[src/rtl/vscale_htif_pcr_responder.sv]
// vscale_htif_pcr_responder: HTIF PCR endpoint owning tohost/fromhost, one response per host request
module vscale_htif_pcr_responder #(
  parameter int HTIF_PCR_WIDTH = 64,
  parameter int XLEN = 32
) (
  input  logic                      clk,
  input  logic                      reset,
  input  logic                      htif_pcr_req_valid,
  output logic                      htif_pcr_req_ready,
  input  logic                      htif_pcr_req_rw,
  input  logic [11:0]               htif_pcr_req_addr,
  input  logic [HTIF_PCR_WIDTH-1:0] htif_pcr_req_data,
  output logic                      htif_pcr_resp_valid,
  input  logic                      htif_pcr_resp_ready,
  output logic [HTIF_PCR_WIDTH-1:0] htif_pcr_resp_data,
  input  logic                      core_tohost_wen,
  input  logic [XLEN-1:0]           core_tohost_wdata,
  input  logic                      core_fromhost_wen,
  input  logic [XLEN-1:0]           core_fromhost_wdata,
  output logic [XLEN-1:0]           tohost,
  output logic [XLEN-1:0]           fromhost,
  output logic                      fromhost_pending
);
  typedef enum logic {IDLE, RESP} state_t;
  state_t state, state_next;
  logic accept, hit_to, hit_from, host_wr_to, host_wr_from;
  logic [XLEN-1:0] old;
  logic unused_req_bits;
  assign unused_req_bits = ^htif_pcr_req_data;
  always_ff @(posedge clk)
    state <= reset ? IDLE : state_next;
  // ready is masked by reset so the host sees no accept window while reset is held
  always_comb begin
    htif_pcr_req_ready = (state == IDLE) && !reset;
    htif_pcr_resp_valid = state == RESP;
    accept = htif_pcr_req_valid && htif_pcr_req_ready;
    state_next = (state == IDLE) ? (accept ? RESP : IDLE) : (htif_pcr_resp_ready ? IDLE : RESP);
  end
  assign hit_to = htif_pcr_req_addr == 12'h780;
  assign hit_from = htif_pcr_req_addr == 12'h781;
  assign old = hit_to ? tohost : hit_from ? fromhost : '0;
  assign host_wr_to = accept && htif_pcr_req_rw && hit_to;
  assign host_wr_from = accept && htif_pcr_req_rw && hit_from;
  assign fromhost_pending = fromhost != '0;
  // core writes take priority over a same-edge host write to the same register
  always_ff @(posedge clk) begin
    if (reset) begin
      tohost <= '0;
      fromhost <= '0;
      htif_pcr_resp_data <= '0;
    end else begin
      tohost <= core_tohost_wen ? core_tohost_wdata : host_wr_to ? htif_pcr_req_data[XLEN-1:0] : tohost;
      fromhost <= core_fromhost_wen ? core_fromhost_wdata : host_wr_from ? htif_pcr_req_data[XLEN-1:0] : fromhost;
      if (accept) htif_pcr_resp_data <= HTIF_PCR_WIDTH'(old);
    end
  end
endmodule

[config.mk]
export PLATFORM = sky130hd
export DESIGN_NAME = vscale_htif_pcr_responder
export DESIGN_NICKNAME = d
export VERILOG_FILES = /design/src/rtl/vscale_htif_pcr_responder.sv
export SDC_FILE = /design/constraint.sdc
export NUM_CORES = 1
export LEC_CHECK = 0
export ABC_AREA = 1
export BUFFER_PORTS_ARGS = -buffer_cell sky130_fd_sc_hd__buf_4
export CORE_MARGIN = 2
export CORE_UTILIZATION = 46
export DETAILED_ROUTE_END_ITERATION = 10
export GPL_ROUTABILITY_DRIVEN = 0
export PLACE_DENSITY = 0.91
export SLEW_MARGIN = 20
export SYNTH_ARGS = -nofsm -noshare
export SYNTH_HDL_FRONTEND = slang
export SYNTH_SLANG_ARGS = --single-unit
[constraint.sdc]
create_clock -name clk -period 1.7 [get_ports clk]
set_input_delay 0.34 -clock clk [delete_from_list [all_inputs] [get_ports clk]]
set_output_delay 0.34 -clock clk [all_outputs]
set_load 0.05 [all_outputs]
==> results of run 1 <==
worst max-delay path: cells and delay by family (launching register included):
| family | cells | cell delay [ns] |
|---|---|---|
| AND/OR/NAND/NOR | 4 | 0.61 |
| flip-flops | 1 | 0.35 |
| buffers and inverters | 1 | 0.16 |
flip-flops by register name, indices dropped and copies added (netlist names):
signal	cells
fromhost	32
htif_pcr_resp_data	32
tohost	32
htif_pcr_resp_valid	1
through the flow:
step           instance area [sq um]  std cells  setup WS, ns  power [mW]
2_1_floorplan                   5470        861         0.109        3.96
3_3_place_gp                    7080       1160         0.122        4.59
3_5_place_dp                    7080       1160         0.111        4.61
4_1_cts                         7430       1176       -0.0998        6.77
5_1_grt                         7470       1177        -0.163        7.04
6_report                        7470       1177        -0.103        6.78
final timing paths:
kind                                             to  slack (ns)
worst max-delay path               fromhost_pending       -0.10
worst min-delay path            htif_pcr_resp_valid        0.19
worst max register to register         fromhost[28]        0.30
worst min register to register           tohost[30]        0.51
layout make-up:
type,count,area (sq um),area share
Tap cell,143,179,0.0240
Sequential cell,97,1950,0.261
Timing Repair Buffer,249,1950,0.261
Clock buffer,10,229,0.0307
Inverter,74,278,0.0372
Multi-Input combinational cell,598,2790,0.374
Clock inverter,6,92.6,0.0124
cell families after synthesis:
logic type             share of synthesized area
AND/OR/NAND/NOR                            0.383
buffers and inverters                      0.150
AO/OA/AOI/OAI                              0.104
flip-flops                                 0.363
other                                   0.000700
power by group:
part / internal [mW] / switching [mW]
clock network: 1.29 / 0.878
logic: 0.662 / 1.35
registers: 2.45 / 0.151
total: 4.41 / 2.38
layer usage:
| layer | routed length [microns] | global-route usage | part of all wire |
|---|---|---|---|
| met1 | 7460 | 0.370 | 0.41 |
| met5 | 0 | 0 | 0 |
| met2 | 8070 | 0.440 | 0.45 |
| met3 | 1800 | 0.0397 | 0.10 |
| met4 | 658 | 0.115 | 0.037 |
what timing repair did:
action,CTS,global route
pin swaps,7,5
buffers inserted,0,1
gates resized for setup,8,7
hold buffers,0,0
endpoints found under the setup margin,1,1
synthesized netlist by cell type:
cell / n
conb_1: 1
buf_1: 4
buf_4: 32
nor2_8: 2
dfxtp_1: 97
clkbuf_1: 38
nor2_2: 1
o21ai_0: 61
nand3b_1: 14
nand3_4: 2
nand2_2: 1
inv_1: 70
buf_6: 6
nor2_1: 40
a21oi_1: 50
clkinv_1: 1
buf_2: 12
nor4_1: 8
nand2_1: 237
nand2_4: 2
nand4_1: 1
nor3_2: 1
inv_2: 3
nand3_1: 146
==> results.py, run 1 <==
metrics = {
    "sta": {
        "tightest_slew_ns": 0.568,
        "slew_headroom": 0.622,
        "fmax_ghz": 0.555,
        "final.setup.worst_slack_ns": -0.103,
        "finalMaxSlewViolations": 0,
        "finalCritPeriodShare": 1.06,
        "timing.setup.tns_ns": -0.103,
        "finalClockSkew_ns": 0.00944,
        "setup_violations": 1,
        "post-route-min-period_ns": 1.80,
        "fin_hold_ws_ns": 0.186,
        "finalHoldViolations": 0,
        "rsz0062_at_grt": "yes",
    },
    "grt": {
        "track_usage": 0.274,
        "grt_pass1_wl_microns": 27600,
        "grt_antenna_before_repair": 0,
        "grt-ovfl-total": 0,
        "grt_pass1_vias": 5509,
        "grt_max_degree": 66,
    },
    "power": {
        "vdd_drop_max_v": 0.000464,
        "power_density_nw_per_um2": 908,
        "p_leak_nw": 3.83,
    },
    "clocking": {
        "clock_path_buffers": 2,
        "cts-buffers-inserted": 9,
        "clock_sinks": 97,
        "cts_tree": "yes",
        "root_buffer": "clkbuf_16",
        "path_clk_slew_ns": 0.07,
        "htree_num_levels": 3,
        "clkLatencyLatePin_ns": 0.34,
    },
    "yosys": {
        "synth_area_leaders": "dfxtp_1, nand2_1, nand3_1",
        "synth_seq_area_share": 0.363,
        "synth_warnings": 0,
        "yosys.area.top_type": "dfxtp_1",
        "synth-seq-cells": 97,
        "syn_area_sq_um": 5360,
        "syn_inst": 830,
        "syn_area_per_cell_sq_um": 6.45,
        "ys_types": 24,
        "yosys.area.top_type_share": 0.363,
    },
    "floorplan": {
        "start_util": 0.471,
        "ios": 278,
        "core-area_sq_um": 11400,
        "dieArea_sq_um": 12500,
        "fp.dieW_microns": 112,
        "num_rows": 39,
        "die_h_microns": 112,
    },
    "setup_path": {
        "r2r_start": "htif_pcr_resp_valid",
        "worstPathArrival_ns": 1.46,
        "worst_setup_path_start_kind": "flop",
        "cp.required_ns": 1.36,
        "cp_cell_sequence": "nor4_1 -> nand2_1 -> nor2_2 -> nand2_2 -> buf_8",
        "worstSetupPathType": "reg2out",
        "crit_path_start": "fromhost[17]",
        "crit_slowest_cell": "dfxtp_1",
        "cpPeakStageDelay_ns": 0.35,
        "r2r_cells": 8,
        "endpoint_kind": "output port",
        "crit_fanout": 4,
    },
    "hold_path": {
        "hold_path_depth": 2,
        "min_from": "htif_pcr_resp_ready",
        "hold_path_class": "in2reg",
    },
    "cells_and_area": {
        "nFillCells": 981,
        "fin_nets": 1176,
        "final_cell_mix": "buf_4, nand2_1, nand3_1",
        "n_antenna_cell": 0,
        "final_util": 0.657,
        "drive_above_1_share": 0.279,
        "area_delta_synth_final_pct": 39.5,
        "layout_commonest_cell": "buf_4",
    },
    "route": {
        "post_drt_wl_per_cell_microns": 15.3,
        "routed_wl_microns": 18000,
        "first_pass_iters": 8,
        "drt_iter0_drc": 618,
        "num_vias": 6086,
        "avgViaCountPerCell": 5.17,
        "ant_nets": 0,
        "drc": 0,
    },
    "run_status": {
        "outcome": "finished, violations left",
        "violations": "setup timing",
    },
    "placed_design": {
        "hpwl_microns": 13200,
        "port_buffers": 213,
    },
    "run": {
        "maxCapViolations": 0,
    },
}
Note: power is estimated with default switching activity, not from simulation.
==> run 2: changes to the inputs <==
--- a/config.mk
+++ b/config.mk
@@ -8,10 +8,10 @@
 export ABC_AREA = 1
 export BUFFER_PORTS_ARGS = -buffer_cell sky130_fd_sc_hd__buf_4
 export CORE_MARGIN = 2
-export CORE_UTILIZATION = 46
+export CORE_UTILIZATION = 42
 export DETAILED_ROUTE_END_ITERATION = 10
 export GPL_ROUTABILITY_DRIVEN = 0
-export PLACE_DENSITY = 0.91
+export PLACE_DENSITY = 0.88
 export SLEW_MARGIN = 20
 export SYNTH_ARGS = -nofsm -noshare
 export SYNTH_HDL_FRONTEND = slang
==> constraint.sdc (replaced) <==
create_clock -name clk -period 1.48 [get_ports clk]
set_input_delay 0.296 -clock clk [delete_from_list [all_inputs] [get_ports clk]]
set_output_delay 0.296 -clock clk [all_outputs]
set_load 0.05 [all_outputs]
==> run 2 against run 1 <==
Net effect: the run still ends with setup timing left; clock skew shrank 0.0020 ns; clock power is 8% higher; critical path type unchanged; cell count is 4.6% higher; highest routed layer unchanged; setup slack got worse by 0.18 ns.
==> results.py, run 2 (synthesis results as in run 1) <==
metrics = {
    "setup_path": {
        "crit_path_start": "fromhost[27]",
        "endpoint_kind": "output port",
        "worst_setup_path_start_kind": "flop",
        "crit_fanout": 2,
        "r2r_start": "htif_pcr_resp_valid",
        "worstSetupPathType": "reg2out",
        "cp.required_ns": 1.18,
        "worstPathArrival_ns": 1.47,
    },
    "floorplan": {
        "dieArea_sq_um": 13700,
        "core-area_sq_um": 12500,
        "die_h_microns": 117,
        "num_rows": 41,
        "fp.dieW_microns": 117,
        "start_util": 0.428,
        "ios": 278,
    },
    "hold_path": {
        "min_from": "htif_pcr_resp_ready",
        "hold_path_class": "in2reg",
    },
    "clocking": {
        "root_buffer": "clkbuf_16",
        "cts_hold_buf": 0,
        "cts-buffers-inserted": 9,
        "clock_path_buffers": 2,
        "path_clk_slew_ns": 0.07,
        "cts_tree": "yes",
        "clkLatencyLatePin_ns": 0.34,
        "clock_sinks": 97,
        "htree_num_levels": 3,
    },
    "grt": {
        "grt_pass1_vias": 5576,
        "track_usage": 0.258,
        "grt_pass1_wl_microns": 27700,
        "grt_max_degree": 49,
        "grt_antenna_before_repair": 0,
        "grt-ovfl-total": 0,
    },
    "sta": {
        "final.setup.worst_slack_ns": -0.286,
        "fmax_ghz": 0.566,
        "finalCritPeriodShare": 1.19,
        "rsz0062_at_grt": "yes",
        "finalHoldViolations": 0,
        "post-route-min-period_ns": 1.77,
        "finalClockSkew_ns": 0.00742,
        "setup_violations": 1,
        "finalMaxSlewViolations": 0,
    },
    "cells_and_area": {
        "fin_nets": 1201,
        "n_antenna_cell": 0,
        "nFillCells": 1145,
        "area_delta_synth_final_pct": 43.2,
        "register_area_sq_um": 1950,
        "drive_above_1_share": 0.291,
        "layout_commonest_cell": "buf_4",
        "finalInstanceArea_sq_um": 7670,
        "final_cell_mix": "buf_4, nand2_1, nand3_1",
        "multi_input_area_sq_um": 2760,
        "reg_top3": "fromhost (32), htif_pcr_resp_data (32), tohost (32)",
        "fin_cells": 1231,
    },
    "route": {
        "ant_nets": 0,
        "first_pass_iters": 5,
        "top_layer": "met4",
        "num_vias": 6270,
        "dr_wl_met3_microns": 1630,
        "avgViaCountPerCell": 5.09,
        "drt_iter0_drc": 594,
        "post_drt_wl_per_cell_microns": 14.9,
        "dr_wl_met2_microns": 8490,
        "routed_wl_microns": 18300,
        "drc": 0,
        "met1_length_microns": 7540,
    },
    "power": {
        "p_leak_nw": 3.95,
        "vdd_drop_max_v": 0.000547,
        "power_density_nw_per_um2": 1000,
    },
    "placed_design": {
        "hpwl_microns": 13900,
        "pre_cts_slack_ns": -0.0540,
        "post_dp_cell_area_sq_um": 7340,
        "port_buffers": 213,
        "numPlacedInstances": 1215,
    },
    "run_status": {
        "outcome": "finished, violations left",
        "violations": "setup timing",
    },
    "run": {
        "maxCapViolations": 0,
    },
}
run 2: cell count changes in the layout (fill, tap and decap cells not counted), moves of 2 or more:
cell	change
clkinv_2	+2
nor4_1	+5
buf_12	+2
buf_4	+22
nor4_2	-5
run 2: worst max-delay path, stage by stage, from the launching register on:
cell     delay (ns)
dfxtp_1        0.32
nor4_1         0.29
nand2_1        0.14
nor2_2         0.14
nand2_2        0.08
buf_8          0.16
run 2: metal layers:
metal | track usage | vias up
met5 | 0 | -
met4 | 0.124 | 0
met2 | 0.408 | 366
met3 | 0.0396 | 54
li1 | - | 3052
met1 | 0.345 | 2798
run 2: repair_timing:
item | CTS | global route
pin swaps | 3 | 2
setup endpoints to repair | 1 | 4
setup buffers | 0 | 0
gates resized for setup | 6 | 2
run 2: metrics by stage:
step	power [mW]	setup TNS, ns	util	hold slack, ns
finish	7.70	-0.286	0.613	0.139
CTS	7.67	-0.294	0.612	0.135
global route	7.97	-0.326	0.613	0.152
detailed placement	5.37	-0.410	0.587	0.503
global placement	5.34	-0.00539	0.587	0.478
floorplan	4.55	-0.648	-	0.396
run 2: where the power goes:
group | leakage [nW] | total [mW] | internal (mW) | switching, mW
Sequential | 0.804 | 2.96 | 2.81 | 0.148
Combinational | 3.01 | 2.39 | 0.804 | 1.58
Clock | 0.137 | 2.35 | 1.31 | 1.05
run 2: cell type report:
type | count | share of cell area
Timing Repair Buffer | 274 | 0.283
Inverter | 74 | 0.0362
Multi-Input combinational cell | 598 | 0.360
Tap cell | 172 | 0.0281
Clock inverter | 7 | 0.00930
Sequential cell | 97 | 0.254
Clock buffer | 9 | 0.0294
run 2: final timing paths:
kind | to | slack, ns | cells past startpoint
max | fromhost_pending | -0.29 | 5
min reg2reg | tohost[21] | 0.51 | 2
max reg2reg | tohost[19] | 0.09 | 8
min | htif_pcr_resp_valid | 0.14 | 2
